### src/rtl/memory_stage_pkg.sv
// Shared definitions for the OTTER memory stage: FSM states, access size
// encodings and the default bus wait-state limit.
package memory_stage_pkg;

    typedef enum logic {
        ST_IDLE = 1'b0,
        ST_WAIT = 1'b1
    } mem_state_t;

    localparam logic [1:0] SIZE_BYTE = 2'd0;
    localparam logic [1:0] SIZE_HALF = 2'd1;
    localparam logic [1:0] SIZE_WORD = 2'd2;

    localparam int DEFAULT_TIMEOUT_CYCLES = 16;

endpackage

### src/rtl/mem_lane_align.sv
// Byte-lane steering for the memory stage: byte enables and replicated store
// data, the alignment check, and load-data extraction with sign/zero extension.
// Size encoding 3 behaves as a word.
module mem_lane_align
    import memory_stage_pkg::*;
(
    input  logic [1:0]  addr_off,
    input  logic [1:0]  size,
    input  logic        load_unsigned,
    input  logic [31:0] store_data,
    input  logic [31:0] read_data,
    output logic [3:0]  byte_en,
    output logic [31:0] write_data,
    output logic        misaligned,
    output logic [31:0] load_data
);

    logic [7:0]  ld_byte;
    logic [15:0] ld_half;

    // Store-side lane placement and alignment check.
    always_comb begin
        // NOTE: every output gets a default before the case so no path infers a latch.
        byte_en    = 4'b1111;
        write_data = store_data;
        misaligned = 1'b0;
        case (size)
            SIZE_BYTE: begin
                byte_en    = 4'b0001 << addr_off;
                write_data = {4{store_data[7:0]}};
            end
            SIZE_HALF: begin
                byte_en    = 4'b0011 << addr_off;
                write_data = {2{store_data[15:0]}};
                misaligned = addr_off[0];
            end
            default: begin
                misaligned = (addr_off != 2'b00);
            end
        endcase
    end

    // Pick the addressed byte/half out of the returned word and extend it.
    always_comb begin
        ld_half = addr_off[1] ? read_data[31:16] : read_data[15:0];
        case (addr_off)
            2'd0:    ld_byte = read_data[7:0];
            2'd1:    ld_byte = read_data[15:8];
            2'd2:    ld_byte = read_data[23:16];
            default: ld_byte = read_data[31:24];
        endcase
        case (size)
            SIZE_BYTE: load_data = {{24{~load_unsigned & ld_byte[7]}}, ld_byte};
            SIZE_HALF: load_data = {{16{~load_unsigned & ld_half[15]}}, ld_half};
            default:   load_data = read_data;
        endcase
    end

endmodule

### src/rtl/memory_stage.sv
// OTTER memory stage: issues at most one data-memory access per instruction
// over a req/ready bus, stalls upstream while the bus is busy, and loads the
// MEM/WB register. Optional bus-abort watchdog enabled by MEMORY_TIMEOUT_EN.
module memory_stage
    import memory_stage_pkg::*;
#(
    parameter int TIMEOUT_CYCLES = DEFAULT_TIMEOUT_CYCLES
) (
    input  logic        MEMORY_CLOCK,
    input  logic        MEMORY_RESET,
    input  logic [31:0] EXEC_PC_4,
    input  logic [31:0] EXEC_PC_MEM,
    input  logic [31:0] EXEC_ALU_RESULT,
    input  logic [31:0] EXEC_RS2,
    input  logic [1:0]  EXEC_RF_WR_SEL,
    input  logic        EXEC_REGWRITE,
    input  logic        EXEC_MEMWRITE,
    input  logic        EXEC_MEMREAD2,
    input  logic [1:0]  EXEC_MEM_SIZE,
    input  logic        EXEC_MEM_UNSIGNED,
    output logic        DMEM_REQ,
    output logic        DMEM_WE,
    output logic [31:0] DMEM_ADDR,
    output logic [31:0] DMEM_WDATA,
    output logic [3:0]  DMEM_BE,
    input  logic        DMEM_READY,
    input  logic [31:0] DMEM_RDATA,
    output logic        MEM_STALL,
    output logic [31:0] MEM_PC_4,
    output logic [31:0] MEM_ALU_RESULT,
    output logic [31:0] MEM_DOUT2,
    output logic [1:0]  MEM_RF_WR_SEL,
    output logic        MEM_REGWRITE,
    output logic        MEM_MISALIGN,
    output logic        MEM_BUS_ERR
);

    mem_state_t  state;
    logic        is_access;
    logic        is_load;
    logic        misaligned;
    logic        bus_complete;
    logic        timeout_hit;
    logic [31:0] load_data;

    // The PC of the memory instruction itself is not consumed in this stage.
    logic        unused_pc_mem;
    assign unused_pc_mem = ^EXEC_PC_MEM;

    // A store wins when both control bits are set.
    assign is_access = EXEC_MEMREAD2 | EXEC_MEMWRITE;
    assign is_load   = EXEC_MEMREAD2 & ~EXEC_MEMWRITE;

    mem_lane_align u_lane_align (
        .addr_off      (EXEC_ALU_RESULT[1:0]),
        .size          (EXEC_MEM_SIZE),
        .load_unsigned (EXEC_MEM_UNSIGNED),
        .store_data    (EXEC_RS2),
        .read_data     (DMEM_RDATA),
        .byte_en       (DMEM_BE),
        .write_data    (DMEM_WDATA),
        .misaligned    (misaligned),
        .load_data     (load_data)
    );

    // Request fields come straight from the execute register, which upstream
    // holds stable while stalled, so they stay constant for the whole request.
    assign DMEM_WE      = EXEC_MEMWRITE;
    assign DMEM_ADDR    = {EXEC_ALU_RESULT[31:2], 2'b00};
    assign DMEM_REQ     = MEMORY_RESET & ((state == ST_WAIT) | (is_access & ~misaligned));
    assign bus_complete = DMEM_REQ & DMEM_READY;
    assign MEM_STALL    = DMEM_REQ & ~DMEM_READY & ~timeout_hit;

`ifdef MEMORY_TIMEOUT_EN
    localparam int CNT_W = $clog2(TIMEOUT_CYCLES + 1);

    logic [CNT_W-1:0] wait_count;

    // Abort on the cycle that would be the TIMEOUT_CYCLES-th wait state without READY.
    assign timeout_hit = (state == ST_WAIT) & ~DMEM_READY &
                         (wait_count == CNT_W'(TIMEOUT_CYCLES - 1));

    // Count cycles spent in WAIT; cleared whenever WAIT is left.
    always_ff @(posedge MEMORY_CLOCK) begin
        if (!MEMORY_RESET) begin
            wait_count <= '0;
        end else if (state == ST_WAIT && !DMEM_READY && !timeout_hit) begin
            wait_count <= wait_count + 1'b1;
        end else begin
            wait_count <= '0;
        end
    end
`else
    assign timeout_hit = 1'b0;
`endif

    // Bus handshake sequencing: IDLE issues, WAIT holds until READY or abort.
    always_ff @(posedge MEMORY_CLOCK) begin
        // NOTE: sequential state uses non-blocking assignments so every flop samples pre-edge values.
        if (!MEMORY_RESET) begin
            state <= ST_IDLE;
        end else begin
            case (state)
                ST_IDLE: if (DMEM_REQ && !DMEM_READY) state <= ST_WAIT;
                ST_WAIT: if (DMEM_READY || timeout_hit) state <= ST_IDLE;
                default: state <= ST_IDLE;
            endcase
        end
    end

    // MEM/WB register: pass-through or load data on completion, bubble otherwise.
    always_ff @(posedge MEMORY_CLOCK) begin
        // NOTE: this is a handful of pipeline flops, not a memory array, so every field is reset.
        if (!MEMORY_RESET) begin
            MEM_PC_4       <= '0;
            MEM_ALU_RESULT <= '0;
            MEM_DOUT2      <= '0;
            MEM_RF_WR_SEL  <= '0;
            MEM_REGWRITE   <= 1'b0;
            MEM_MISALIGN   <= 1'b0;
            MEM_BUS_ERR    <= 1'b0;
        end else begin
            MEM_PC_4       <= EXEC_PC_4;
            MEM_ALU_RESULT <= EXEC_ALU_RESULT;
            MEM_RF_WR_SEL  <= EXEC_RF_WR_SEL;
            MEM_REGWRITE   <= EXEC_REGWRITE & (~is_access | bus_complete);
            MEM_DOUT2      <= (is_load & bus_complete) ? load_data : '0;
            MEM_MISALIGN   <= is_access & misaligned & (state == ST_IDLE);
            MEM_BUS_ERR    <= timeout_hit;
        end
    end

endmodule

### config.mk
export PLATFORM = sky130hd
export DESIGN_NAME = memory_stage
export DESIGN_NICKNAME = d
export VERILOG_FILES = /design/src/rtl/memory_stage_pkg.sv /design/src/rtl/mem_lane_align.sv /design/src/rtl/memory_stage.sv
export SDC_FILE = /design/constraint.sdc
export NUM_CORES = 1
export LEC_CHECK = 0
export CORE_AREA = 2 2 132 134
export CTS_CLUSTER_DIAMETER = 100
export DETAILED_ROUTE_END_ITERATION = 8
export DIE_AREA = 0 0 134 136
export PLACE_DENSITY = 0.7
export SLEW_MARGIN = 0
export SYNTH_ARGS = -nofsm -noshare
export SYNTH_HDL_FRONTEND = slang
export SYNTH_HIERARCHICAL = 1
export SYNTH_SLANG_ARGS = --single-unit
### constraint.sdc
create_clock -name MEMORY_CLOCK -period 2.5 [get_ports MEMORY_CLOCK]
set_input_delay 0.5 -clock MEMORY_CLOCK [delete_from_list [all_inputs] [get_ports MEMORY_CLOCK]]
set_output_delay 0.5 -clock MEMORY_CLOCK [all_outputs]
set_load 0.005 [all_outputs]
; ---- After elaboration in Yosys (flattened, before gate mapping)
; Cells that the tools add are included.
[word_totals]
inputBits = 171
reg_bits = 101
out_inout_bits = 172
word_cells = 47
[op_classes]
shift = 2
n_reduce_logical = 6
n_bitwise = 20
muxes = 9
n_eq_ne = 3
[ops]
columns = op, count
row1 = $pmux W32 S2, 2
row2 = $pmux W8 S3, 1
row3 = $mux W16, 1
row4 = $and A1 B1 Y1, 11
row5 = $pmux W4 S2, 1
row6 = $not A1 Y1, 6
row7 = $eq A2 B1 Y1 const B, 2
row8 = $logic_not A2 Y1, 2
row9 = $pmux W1 S2, 2
row10 = $shl A1 B2 Y4 const A, 1
row11 = $shl A2 B2 Y4 const A, 1
row12 = $or A1 B1 Y1, 3
row13 = $eq A2 B2 Y1 const B, 1
row14 = $mux W1, 2
row15 = $reduce_and A2 Y1, 1
row16 = $reduce_bool A2 Y1, 1
row17 = $logic_and A1 B1 Y1, 1
row18 = $logic_not A1 Y1, 1

; ---- Depth between registers and ports, before layout
[logic_depth]
word_depth = 9
ltp_mapped = 8
mapped_depth_nobuf = 5

; ---- Hierarchy
; Netlist, hierarchy kept.
[by_module_without_submodules]
columns = module, seq_area_each_um2, n_inst, area_each_um2, cells_each
row1 = memory_stage, 2021.9, 1, 3051.7, 255
row2 = mem_lane_align, 0.0, 1, 1281.2, 179

; ---- Worst setup path before layout
; Ideal clock, no wire load.
[synth_path]
kind = input to output
startpoint = input EXEC_MEM_SIZE[1]
endpoint = output MEM_STALL
n_path_buf = 2
arrival_ps = 1580
required_time_ps = 2000
slack_ps = 420
stages = 7
cell_sequence = buf_2 clkbuf_1 o21ai_0 nand2_1 o21ba_2 o21a_1 and2_1
[synth_via]
elab_chain_cells = 7
elab_cells_between_ends = 8
classes_between = 1 x eq/ne / 1 x mux / 5 x bitwise / 1 x reduce/logical
[synth_rtl]
columns = element, line
row1 = start: declaration, memory_stage.sv:19  ; input logic [1:0] EXEC_MEM_SIZE,
row2 = $eq A2 B1 Y1 or $logic_not A2 Y1 (tied branches), mem_lane_align.sv:27  ; case (size)
row3 = $pmux W1 S2 (*), mem_lane_align.sv:27
row4 = via misaligned, memory_stage.sv:41  ; logic misaligned;
row5 = $not A1 Y1 (*), memory_stage.sv:70  ; assign DMEM_REQ = MEMORY_RESET & ((state == ST_WAIT) | (is_access & ~misaligned));
row6 = $and A1 B1 Y1 (*), memory_stage.sv:70
row7 = $or A1 B1 Y1 (*), memory_stage.sv:70
row8 = $and A1 B1 Y1 (*), memory_stage.sv:70
row9 = via DMEM_REQ, memory_stage.sv:21  ; output logic DMEM_REQ,
row10 = $and A1 B1 Y1 (*), memory_stage.sv:72  ; assign MEM_STALL = DMEM_REQ & ~DMEM_READY & ~timeout_hit;
row11 = end: declaration, memory_stage.sv:28  ; output logic MEM_STALL,
; The timed path passes the listed nets; every way through them passes the cells marked *.

; ---- Final worst setup path
[layout_path]
startpoint = input EXEC_MEM_SIZE[0]
endpoint = output DMEM_WDATA[25]
[layout_via]
elab_chain_cells = 2
elab_cells_between_ends = 3
classes_between = 1 x eq/ne / 1 x mux / 1 x reduce/logical
[layout_rtl]
columns = element, line
row1 = $eq A2 B1 Y1 or $logic_not A2 Y1 (tied branches), mem_lane_align.sv:27
row2 = $pmux W32 S2 (*), mem_lane_align.sv:27
row3 = end: declaration, memory_stage.sv:24  ; output logic [31:0] DMEM_WDATA,
; Every way passes the cells marked *; elsewhere a longest branch is shown, timed or not.

==> impl_metrics.csv <==
group,metric,value,unit
outcome,status,"finished clean",
final_layout,fill_cells,1579,
clock_network,ctsHoldBuffers,0,
synthesis,yosysSeqAreaShare,46.7,%
clock_network,cts.sink_count,101,
routing,drc,0,
routing,ant_nets,0,
clock_network,htreeDepth,3,
pwr,totalPowerFinal,3.97,mW
flow_run,drv_cap,0,
synthesis,synth.most_common_cell,"dfxtp_1",
clock_network,cts.clk_slew.worst_paths,70,ps
hold_path,hp-start,"state",
floorplanning,die_y,136,µm
synthesis,netlist_area,0.00433,mm²
placed_design,finalWeightedCongestion,0.795,
timing,fin_crit,2400,ps
final_layout,multi_input_area,0.00185,mm²
worst_setup_path,crit_type,"input port to output pin",
hold_path,hp-class,"register to register",
global_routing,grt_max_degree,70,
synthesis,synth_top_area_cell,"dfxtp_1",
timing,whs,559,ps
worst_setup_path,r2r-end,"MEM_DOUT2[10]",
worst_setup_path,r2r-start,"state",
timing,setup_viol,0,
floorplanning,initial_core_util,25.7,%
routing,num_vias,3902,
routing,finalWirelength,13600,µm
floorplanning,die_area,0.0182,mm²
hold_path,whs_path_depth,2,
routing,detail_route.wl_per_cell,14.5,µm
timing,maxSlewViolCount,0,
synthesis,synth_edf_count,0,
routing,via_per_inst,4.18,
final_layout,final_cell_area,0.00775,mm²
global_routing,antenna_found_initial,1,
pwr,irDropWorstVdd,0.292,mV
final_layout,drive_gt1_share,13.5,%
synthesis,synth.area.top_cells,"dfxtp_1 47%, and2_1 12%, buf_4 7.5%",
synthesis,synth_area_per_cell,9.98,µm²
synthesis,synth.top_cells.by_count,"101 x dfxtp_1, 80 x and2_1, 43 x buf_4, 36 x nand2_1, 21 x and2_2",
timing,rsz0062_at_grt,"false",
synthesis,ys_ff_latch,101,
placed_design,numPortBuffers,307,
final_layout,area_growth,78.8,%
synthesis,async_flop_share,0,%
placed_design,dp_hpwl,10900,µm
pwr,total_leakage_power,3.11,nW
synthesis,netlist_instances,434,
clock_network,cts_buffers,9,
final_layout,regArea,0.00202,mm²
final_layout,diodes,0,
final_layout,layout.nets,875,
worst_setup_path,worstPathRequired,2000,ps
global_routing,track_usage,14.5,%
placed_design,placed_cells,918,
worst_setup_path,reg2reg_depth,4,
worst_setup_path,worstPathMaxFanout,13,
timing,period_share,95.9,%
floorplanning,io_pins,343,
worst_setup_path,start_kind,"input port",
worst_setup_path,r2r_slack,1390,ps
worst_setup_path,worstSetupEndpointType,"output pin",
clock_network,clockBufferDepth,2,
synthesis,yosysWarnings,6,
hold_path,min_to,"MEM_MISALIGN",
pwr,power_density,512,mW/mm²
placed_design,dpl_cell_area,0.00741,mm²
worst_setup_path,cp.arrival,1900,ps
floorplanning,die_w,134,µm
clock_network,cts_root_buf,"clkbuf_16",
clock_network,tritoncts,"yes",
floorplanning,coreArea,0.0169,mm²
timing,finClkSkew,5.38,ps
timing,hold_viol,0,
synthesis,ys.flop_type,"dfxtp_1",
global_routing,grt_pass1_wl,20300,µm
routing,first_pass_iters,4,
global_routing,overflow,0,
synthesis,synth_top_area_share,46.7,%
timing,clock.fmax,0.417,GHz
clock_network,clk_latency,340,ps
final_layout,layout.cells.non_filler,934,
floorplanning,rows,48,
synthesis,synthDistinctLibCells,41,
routing,drt_iter0_markers,142,
global_routing,grt_pass1_vias,3690,
[metrics by stage]
stage | utilization, % | setup WS (ps) | TNS [ps]
3_3_place_gp | 43.9 | -284 | -2670
2_1_floorplan | - | 420 | 0
4_1_cts | 45.9 | 25.7 | 0
5_1_grt | 45.9 | 18.2 | 0
6_report | 45.9 | 104 | 0
3_5_place_dp | 43.9 | -282 | -2680
[layer usage]
| metal | GRT usage, % | vias to the layer above | wire (µm) |
|---|---|---|---|
| li1 | - | 1939 | - |
| met1 | 16.6 | 1732 | 5220 |
| met2 | 25.6 | 216 | 6740 |
| met3 | 4.81 | 13 | 1390 |
| met4 | 4.85 | 2 | 201 |
| met5 | 0 | - | 11 |
[worst max-delay path, cell delays in order]
cell	delay (ps)
dlygate4sd2_1	300
buf_6	210
mux2i_1	220
o21ai_1	80
buf_4	150
clkdlybuf4s50_1	440
[how the worst max path moves through the flow]
stage / cells after the start / end / startpoint / slack (ps)
finish: 6 / DMEM_WDATA[25] / EXEC_MEM_SIZE[0] / 100
detailed placement: 7 / MEM_STALL / EXEC_ALU_RESULT[0] / -280
CTS: 6 / DMEM_WDATA[25] / EXEC_MEM_SIZE[0] / 30
global route: 6 / DMEM_WDATA[25] / EXEC_MEM_SIZE[0] / 20
floorplan: 7 / MEM_STALL / EXEC_MEM_SIZE[1] / 420
global placement: 7 / MEM_STALL / EXEC_ALU_RESULT[0] / -280
[report_power, final]
part / switching [mW] / internal [mW] / leakage, nW
clock: 0.649 / 0.801 / 0.151
sequential: 0.0154 / 1.67 / 0.833
combinational: 0.280 / 0.550 / 2.12
total: 0.945 / 3.02 / 3.11
[flip-flops by register name (all words and copies together), names as in the netlist]
register        cells
MEM_ALU_RESULT     32
MEM_DOUT2          32
MEM_PC_4           32
MEM_RF_WR_SEL       2
MEM_MISALIGN        1
MEM_REGWRITE        1
state               1
[placed cells by master, fill, tap and decap left out, types with 3 or more instances in the layout]
| master | netlist | layout |
|---|---|---|
| o211ai_1 | 7 | 7 |
| buf_12 | 0 | 3 |
| and2_1 | 80 | 80 |
| buf_4 | 43 | 17 |
| mux2i_1 | 19 | 19 |
| clkbuf_16 | 0 | 9 |
| a22oi_1 | 5 | 5 |
| and2_2 | 21 | 21 |
| a221o_1 | 5 | 5 |
| o21ai_0 | 14 | 12 |
| dfxtp_1 | 101 | 101 |
| o211ai_2 | 10 | 10 |
| conb_1 | 1 | 3 |
| mux2_2 | 18 | 18 |
| a21o_1 | 4 | 4 |
| nor2_1 | 7 | 7 |
| clkdlybuf4s50_1 | 0 | 301 |
| nand2_1 | 36 | 36 |
| dlygate4sd2_1 | 0 | 5 |
| nor2b_1 | 5 | 5 |
| o221ai_1 | 5 | 5 |
[cell families after synthesis]
logic type	share of synthesized area, %
DFF	46.7
other	0.0865
AOI/OAI and AO/OA	11.9
buffers and inverters	11.0
muxes	9.07
and+or+nand+nor	21.3
[what timing repair did]
action                     CTS  global route
pin swaps                    1             0
cloned                       0             0
resized for setup           10             3
buffers inserted             0             0
setup endpoints to repair   17             2
[final cells by class]
class | count | share of cell area, %
Timing Repair Buffer | 328 | 42.1
Clock buffer | 9 | 2.91
Inverter | 4 | 0.226
Multi-Input combinational cell | 260 | 23.9
Sequential cell | 101 | 26.1
Clock inverter | 7 | 1.18
Tap cell | 225 | 3.63
No activity file was read; power rests on OpenSTA's default activity.
